$ cat config.mk
export PLATFORM = sky130hd
export DESIGN_NAME = port_arbiter
export DESIGN_NICKNAME = d
export VERILOG_FILES = /design/src/rtl/port_arbiter.sv
export SDC_FILE = /design/constraint.sdc
export NUM_CORES = 1
export LEC_CHECK = 0
export CELL_PAD_IN_SITES_DETAIL_PLACEMENT = 2
export CELL_PAD_IN_SITES_GLOBAL_PLACEMENT = 2
export CORE_UTILIZATION = 36
export CTS_CLUSTER_SIZE = 8
export DETAILED_ROUTE_END_ITERATION = 7
export PLACE_DENSITY_LB_ADDON = 0.1
export SLEW_MARGIN = 20
export SYNTH_ARGS = -nofsm -noshare
export SYNTH_HDL_FRONTEND = slang
export SYNTH_SLANG_ARGS = --single-unit
export TNS_END_PERCENT = 20
$ cat constraint.sdc
create_clock -name i_clk -period 7.4 [get_ports i_clk]
set_input_delay 1.85 -clock i_clk [delete_from_list [all_inputs] [get_ports i_clk]]
set_output_delay 1.85 -clock i_clk [all_outputs]
set_load 0.005 [all_outputs]
$ cat src/rtl/port_arbiter.sv
// Round-robin arbiter for one shared output port. A grant is held for a whole
// packet and released by i_eop. Losing requesters get an explicit negative response.
module port_arbiter #(
  parameter int NUM_PORTS = 16
) (
  input  logic                 i_clk,
  input  logic                 i_rst,
  input  logic [NUM_PORTS-1:0] i_req,
  input  logic                 i_eop,
  output logic                 o_port_ready,
  output logic [NUM_PORTS-1:0] o_resp,
  output logic [NUM_PORTS-1:0] o_nresp
);

  localparam int PTR_W = (NUM_PORTS > 1) ? $clog2(NUM_PORTS) : 1;

  typedef enum logic {IDLE, BUSY} state_t;

  state_t               state_q, state_d;
  logic [PTR_W-1:0]     ptr_q, ptr_d;
  logic [PTR_W-1:0]     hold_q, hold_d;
  logic [NUM_PORTS-1:0] resp_q, resp_d;
  logic [NUM_PORTS-1:0] nresp_q, nresp_d;
  logic                 ready_q, ready_d;

  logic                 win_found;
  logic [PTR_W-1:0]     win_idx;
  logic [NUM_PORTS-1:0] win_onehot;
  logic [PTR_W-1:0]     ptr_after_hold;

  // First requester at or above the pointer, wrapping past the top port.
  always_comb begin : win_search
    int idx;
    win_found = 1'b0;
    win_idx   = '0;
    idx       = 0;
    for (int i = 0; i < NUM_PORTS; i++) begin
      idx = int'(ptr_q) + i;
      if (idx >= NUM_PORTS) idx = idx - NUM_PORTS;
      if (!win_found && i_req[idx]) begin
        win_found = 1'b1;
        win_idx   = PTR_W'(idx);
      end
    end
  end

  for (genvar gi = 0; gi < NUM_PORTS; gi++) begin : g_onehot
    assign win_onehot[gi] = (win_idx == PTR_W'(gi));
  end

  assign ptr_after_hold = (hold_q == PTR_W'(NUM_PORTS - 1)) ? '0 : hold_q + PTR_W'(1);

  // State register (all flops, including the registered outputs).
  always_ff @(posedge i_clk) begin
    if (i_rst) begin
      state_q <= IDLE;
      ptr_q   <= '0;
      hold_q  <= '0;
      resp_q  <= '0;
      nresp_q <= '0;
      ready_q <= 1'b1;
    end else begin
      state_q <= state_d;
      ptr_q   <= ptr_d;
      hold_q  <= hold_d;
      resp_q  <= resp_d;
      nresp_q <= nresp_d;
      ready_q <= ready_d;
    end
  end

  // Next-state logic.
  always_comb begin
    state_d = state_q;
    case (state_q)
      IDLE:    if (win_found) state_d = BUSY;
      BUSY:    if (i_eop)     state_d = IDLE;
      default: state_d = IDLE;
    endcase
  end

  // Output and pointer logic; i_eop only matters while a grant is outstanding.
  always_comb begin
    ptr_d   = ptr_q;
    hold_d  = hold_q;
    resp_d  = '0;
    nresp_d = '0;
    ready_d = 1'b1;
    case (state_q)
      IDLE: begin
        if (win_found) begin
          hold_d  = win_idx;
          resp_d  = win_onehot;
          nresp_d = i_req & ~win_onehot;
          ready_d = 1'b0;
        end
      end
      BUSY: begin
        if (i_eop) begin
          ptr_d = ptr_after_hold;
        end else begin
          resp_d  = resp_q;
          nresp_d = i_req & ~resp_q;
          ready_d = 1'b0;
        end
      end
      default: ;
    endcase
  end

  assign o_port_ready = ready_q;
  assign o_resp       = resp_q;
  assign o_nresp      = nresp_q;

endmodule

==> results of run 1 <==
per-stage QoR:
step / total power, W / setup WS [ns] / hold WS [ns] / util [%]
after floorplan: 0.000675 / 2.15 / 0.439 / -
after global placement: 0.000861 / 0.836 / 0.480 / 41.9
after detailed placement: 0.000880 / 0.789 / 0.472 / 41.9
after CTS: 0.00111 / 1.08 / 0.505 / 43.1
after global routing: 0.00117 / 0.891 / 0.529 / 43.1
final: 0.00111 / 1.06 / 0.498 / 43.1
flip-flops by register name, summed over array words and instances, names as in the netlist:
name          cells
o_nresp          16
o_resp           16
hold_q            4
ptr_q             4
o_port_ready      1
state_q           1
how the worst max path moves through the flow:
stage,to,depth (start not counted)
after global routing,o_nresp[4]$_SDFF_PP0_,11
after CTS,o_nresp[4]$_SDFF_PP0_,11
after global placement,o_nresp[4]$_SDFF_PP0_,11
final,o_nresp[4]$_SDFF_PP0_,11
after detailed placement,o_nresp[4]$_SDFF_PP0_,11
after floorplan,o_nresp[4]$_SDFF_PP0_,20
cell usage after synthesis (all sizes together), types with 6 or more instances:
library cell	count
a21boi	7
a21oi	42
a22o	10
buf	22
clkbuf	12
dfxtp	42
ha	8
inv	10
mux2	21
mux2i	55
mux4	28
nand2	46
nand2b	7
nand3	10
nor2	39
nor2b	6
nor3	14
o211ai	8
o21a	6
o21ai	24
or3	7
xnor2	8
xor2	7
worst reg2reg max path: cells and delay by family (launching register included):
family | cells | cell delay (ns)
DFF | 1 | 0.31
adders and majority gates | 1 | 0.28
buffers and inverters | 2 | 0.67
xor gates and xnor gates | 1 | 0.48
and+or+nand+nor | 4 | 1.89
muxes | 1 | 0.70
AOI/OAI and AO/OA | 5 | 1.04
kinds of logic (layout without fill, tap and decap cells):
kind of cell | Yosys count | count (layout) | share of synthesized area (%)
buf+inv | 44 | 81 | 4.70
simple gates | 159 | 159 | 17.6
flops | 42 | 42 | 18.1
compound gates | 158 | 158 | 23.9
mux | 104 | 104 | 30.7
fa+ha+maj | 8 | 8 | 2.16
xor+xnor | 15 | 15 | 2.84
final cells by class:
class	count	area (um^2)	area share (%)
flip-flops and latches	42	841	15.5
multi-input cells	444	3580	66.0
repair buffers	63	601	11.1
inverters	10	37.5	0.693
clock inverters	1	5.00	0.0924
clock buffers	7	143	2.63
well taps	172	215	3.97
cell usage in the layout (no fill, tap or decap), types with 6 or more instances in the layout:
cell type        Yosys  routed
o21ai_0             17      17
o21ai_1              7       7
a22o_1              10      10
mux4_2              27      27
mux2_1               9       9
buf_4                3      12
nand2b_1             7       7
nor2_1              39      39
nand2_1             46      46
inv_1                9       9
xnor2_1              8       8
or3_1                7       7
clkdlybuf4s50_1      0      51
mux2i_1             55      55
o21a_1               6       6
xor2_1               7       7
o211ai_1             8       8
ha_1                 8       7
a21oi_1             42      42
mux2_2              12      12
dfxtp_1             42      42
nor3_1              14      14
nand3_1             10      10
nor2b_1              6       6
metal layers:
layer	share of wire, %	GRT usage (%)	vias up
li1	-	-	2113
met1	43	39.3	2424
met2	48	53.1	143
met3	4.7	3.03	42
met4	3.6	11.3	0
met5	0	0	-
power by group:
| group | switching, W | internal (W) | leakage [nW] | total (W) |
|---|---|---|---|---|
| combinational | 0.000388 | 0.000239 | 1.54 | 0.000628 |
| clock | 0.0000918 | 0.000134 | 0.0739 | 0.000226 |
| sequential | 0.0000136 | 0.000245 | 0.344 | 0.000259 |
| total | 0.000494 | 0.000618 | 1.96 | 0.00111 |
==> results.cfg, run 1 <==
[cts]
clock_latency_ns = 0.29
clk_pin_slew_ns = 0.06
cts_resized = 0
cts_buffers = 5
ctsHoldBuffers = 0
cts_sinks = 42
cts_setup_buffers = 0
clockBufferDepth = 2
htree_levels = 2
cts_tree = built
cts-root-buf = clkbuf_16

[sta]
worst_slew_pin_slew_ns = 0.980
max_clock_freq_mhz = 158
finalSetupViolCount = 0
finalHoldViolCount = 0
fin_skew_ns = 0.00381
finalCritPeriodShare_pct = 85.6
fin_crit_ns = 6.34
finalSetupTns_ns = 0
drv_slew = 0
slew_headroom_pct = 34.1
rsz0062_at_grt = no

[drt]
ant_nets = 0
num_vias = 4722
drt_iter0_drc = 185
routed_via_density = 6.39
firstDrtPassIters = 4
wl_per_cell_um = 26.3
routed_wl_um = 19400
route.detailed.drc = 0

[critical_path]
worstPathMaxFanout = 8
reg2reg_setup_slack_ns = 1.91
cpMaxStageDelayCell = mux4_1
cp.required_ns = 7.58
cp-startpoint = i_req[0]
reg2reg_depth = 14
crit_family = simple AND/OR/NAND/NOR gates
cp_num_buf_inv = 1
r2r_start = ptr_q[2]$_SDFFE_PP0P_
critPathArrivalTime_ns = 6.52
max_stage_delay_ns = 0.73
path_cells = clkdlybuf4s50_1 -> mux4_1 -> mux4_2 -> or3_1 -> or4b_4 -> nor4b_2 -> o22ai_1 -> o21bai_4 -> and2_1 -> a21oi_1 -> o211a_1
path_class = in -> reg
cp-end-kind = register
start_kind = input port
r2r-end = o_nresp[4]$_SDFF_PP0_

[die]
rows = 41
start_util_pct = 36.9
core-area_mm2 = 0.0126
io_pins = 52
die_y_um = 115
die_area_mm2 = 0.0133
die_w_um = 115

[finish]
fillerInstances = 1412
post_layout_nonfiller_instances = 739
area_delta_synth_final_pct = 17.0
drive_above_1_share_pct = 12.3
antenna_cells = 0
fin_area_mm2 = 0.00542
nets = 593

[job]
cap_violations = 0

[hold_path]
whs_path_depth = 2
hold_class = reg -> reg
holdPathEnd = hold_q[3]$_SDFFE_PP0P_
min_from = hold_q[3]$_SDFFE_PP0P_

[synth]
synthesis.instances = 530
ys_dominant_reg_cell = dfxtp_1
synth_top_area_cell = dfxtp_1
syn_avg_cell_area_um2 = 8.74
synthArstFlopShare_pct = 0
netlist_area_mm2 = 0.00463
synth_edf_count = 0
ys_seq_elements = 42
synth.area.top_cells = dfxtp_1, mux4_2, mux2i_1, a21oi_1, nand2_1
yosysWarnings = 0
yosysSeqAreaShare_pct = 18.1
synth.top_cell.area_share_pct = 18.1
syn_nets = 557
ys_types = 73

[power_and_ir_drop]
power.density_mw_per_mm2 = 205
irDropWorstVdd_uv = 175
leakagePower_nw = 1.96

[placement]
postPlaceCellArea_mm2 = 0.00527
dp_hpwl_um = 14600
placed_cells = 731
gp_congestion = 0.934
port_buffers = 51

[grt]
overflow = 0
grt_first_pass_wirelength_um = 30500
grt_max_degree = 34
grt_pass1_vias = 5025
antenna_found_initial = 0
track_usage_pct = 30.6

[run_status]
status = finished clean
No activity file was read; power rests on OpenSTA's default activity.
==> run 2, diff against run 1 <==
SLEW_MARGIN = default   (was 20)
==> results.cfg, run 2 (synthesis results as in run 1) <==
[critical_path]
worstPathMaxFanout = 8
path_class = in -> reg
reg2reg_depth = 14
cp.required_ns = 7.58
start_kind = input port
critPathArrivalTime_ns = 6.52
cp-end-kind = register

[cts]
ctsHoldBuffers = 0
clock_latency_ns = 0.29
cts_tree = built
cts_sinks = 42
cts_buffers = 5
cts-root-buf = clkbuf_16
cts_setup_buffers = 0
clk_pin_slew_ns = 0.06
cts_resized = 0
clockBufferDepth = 2
htree_levels = 2

[finish]
multi_input_area_mm2 = 0.00357
nets = 593
antenna_cells = 0
drive_above_1_share_pct = 12.2
register_area_um2 = 841
mostFrequentLayoutCells = mux2i_1, clkdlybuf4s50_1, nand2_1, a21oi_1, dfxtp_1
layout_commonest_cell = mux2i_1
fillerInstances = 1410
fin_area_mm2 = 0.00542
area_delta_synth_final_pct = 16.9

[placement]
postPlaceCellArea_mm2 = 0.00527
dp_hpwl_um = 14600
place_ws_ns = 0.789
gp_congestion = 0.934
port_buffers = 51

[sta]
whs_ns = 0.498
final.setup.worst_slack_ns = 1.07
finalHoldViolCount = 0
finalCritPeriodShare_pct = 85.6
slew_headroom_pct = 17.9
finalSetupTns_ns = 0
max_clock_freq_mhz = 158
finalSetupViolCount = 0
fin_skew_ns = 0.00392
drv_slew = 0
rsz0062_at_grt = no
worst_slew_pin_slew_ns = 1.23
fin_crit_ns = 6.33

[die]
start_util_pct = 36.9
rows = 41
die_w_um = 115
die_area_mm2 = 0.0133
die_y_um = 115
io_pins = 52
core-area_mm2 = 0.0126

[hold_path]
hold_class = reg -> reg
whs_path_depth = 2

[power_and_ir_drop]
power.density_mw_per_mm2 = 205
power_w = 0.00111
irDropWorstVdd_uv = 175
leakagePower_nw = 1.96

[drt]
drt_iter0_drc = 205
num_vias = 4719
routed_via_density = 6.39
wl_per_cell_um = 26.3
firstDrtPassIters = 6
routed_wl_um = 19400
ant_nets = 0
route.detailed.drc = 0

[grt]
grt_first_pass_wirelength_um = 30500
grt_max_degree = 34
busiest_layer = met2
grt_pass1_vias = 5025
grt.met3_usage_pct = 3.03
gr-usage-met1_pct = 39.3
grtUsageMet2_pct = 53.1
overflow = 0
track_usage_pct = 30.6
antenna_found_initial = 0

[run_status]
status = finished clean

[job]
cap_violations = 0
[run 2: changes by cell type in the layout (fill, tap and decap cells not counted)]
cell	delta
ha_1	+1
ha_2	-1
[run 2: area by class of cell]
class / count / area share (%)
Clock buffer: 7 / 2.63
Timing Repair Buffer: 63 / 11.1
Tap cell: 172 / 3.97
Inverter: 10 / 0.693
Sequential cell: 42 / 15.5
Clock inverter: 1 / 0.0924
Multi-Input combinational cell: 444 / 66.0
[run 2: routing by layer]
| metal | share of wire, % | up-vias |
|---|---|---|
| met2 | 49 | 125 |
| li1 | - | 2116 |
| met5 | 0 | - |
| met1 | 44 | 2440 |
| met4 | 3.2 | 0 |
| met3 | 3.9 | 38 |
[run 2: critical path: stages]
cell and delay [ns]:
clkdlybuf4s50_1 0.66, mux4_1 0.73, mux4_2 0.59, or3_1 0.55, or4b_4 0.63, nor4b_2 0.30
o22ai_1 0.16, o21bai_4 0.26, and2_1 0.43, a21oi_1 0.12, o211a_1 0.22
[run 2: report_power, final]
part           internal, W  switching (W)  leakage (nW)
Clock             0.000134      0.0000923        0.0739
Sequential        0.000245      0.0000136         0.344
Combinational     0.000239       0.000388          1.54
[run 2: through the flow]
| stage | util (%) | std cells |
|---|---|---|
| after floorplan | - | 530 |
| after global placement | 41.9 | 731 |
| after detailed placement | 41.9 | 731 |
| after CTS | 43.1 | 739 |
| after global routing | 43.1 | 739 |
| final | 43.1 | 739 |
[run 2: path summary, 6_finish.rpt]
check	from	end	slack (ns)
hold reg to reg	hold_q[3]$_SDFFE_PP0P_	hold_q[3]$_SDFFE_PP0P_	0.50
setup reg to reg	ptr_q[0]$_SDFFE_PP0P_	o_nresp[4]$_SDFF_PP0_	1.57
hold / removal	hold_q[3]$_SDFFE_PP0P_	hold_q[3]$_SDFFE_PP0P_	0.50
setup / recovery	i_req[0]	o_nresp[4]$_SDFF_PP0_	1.07
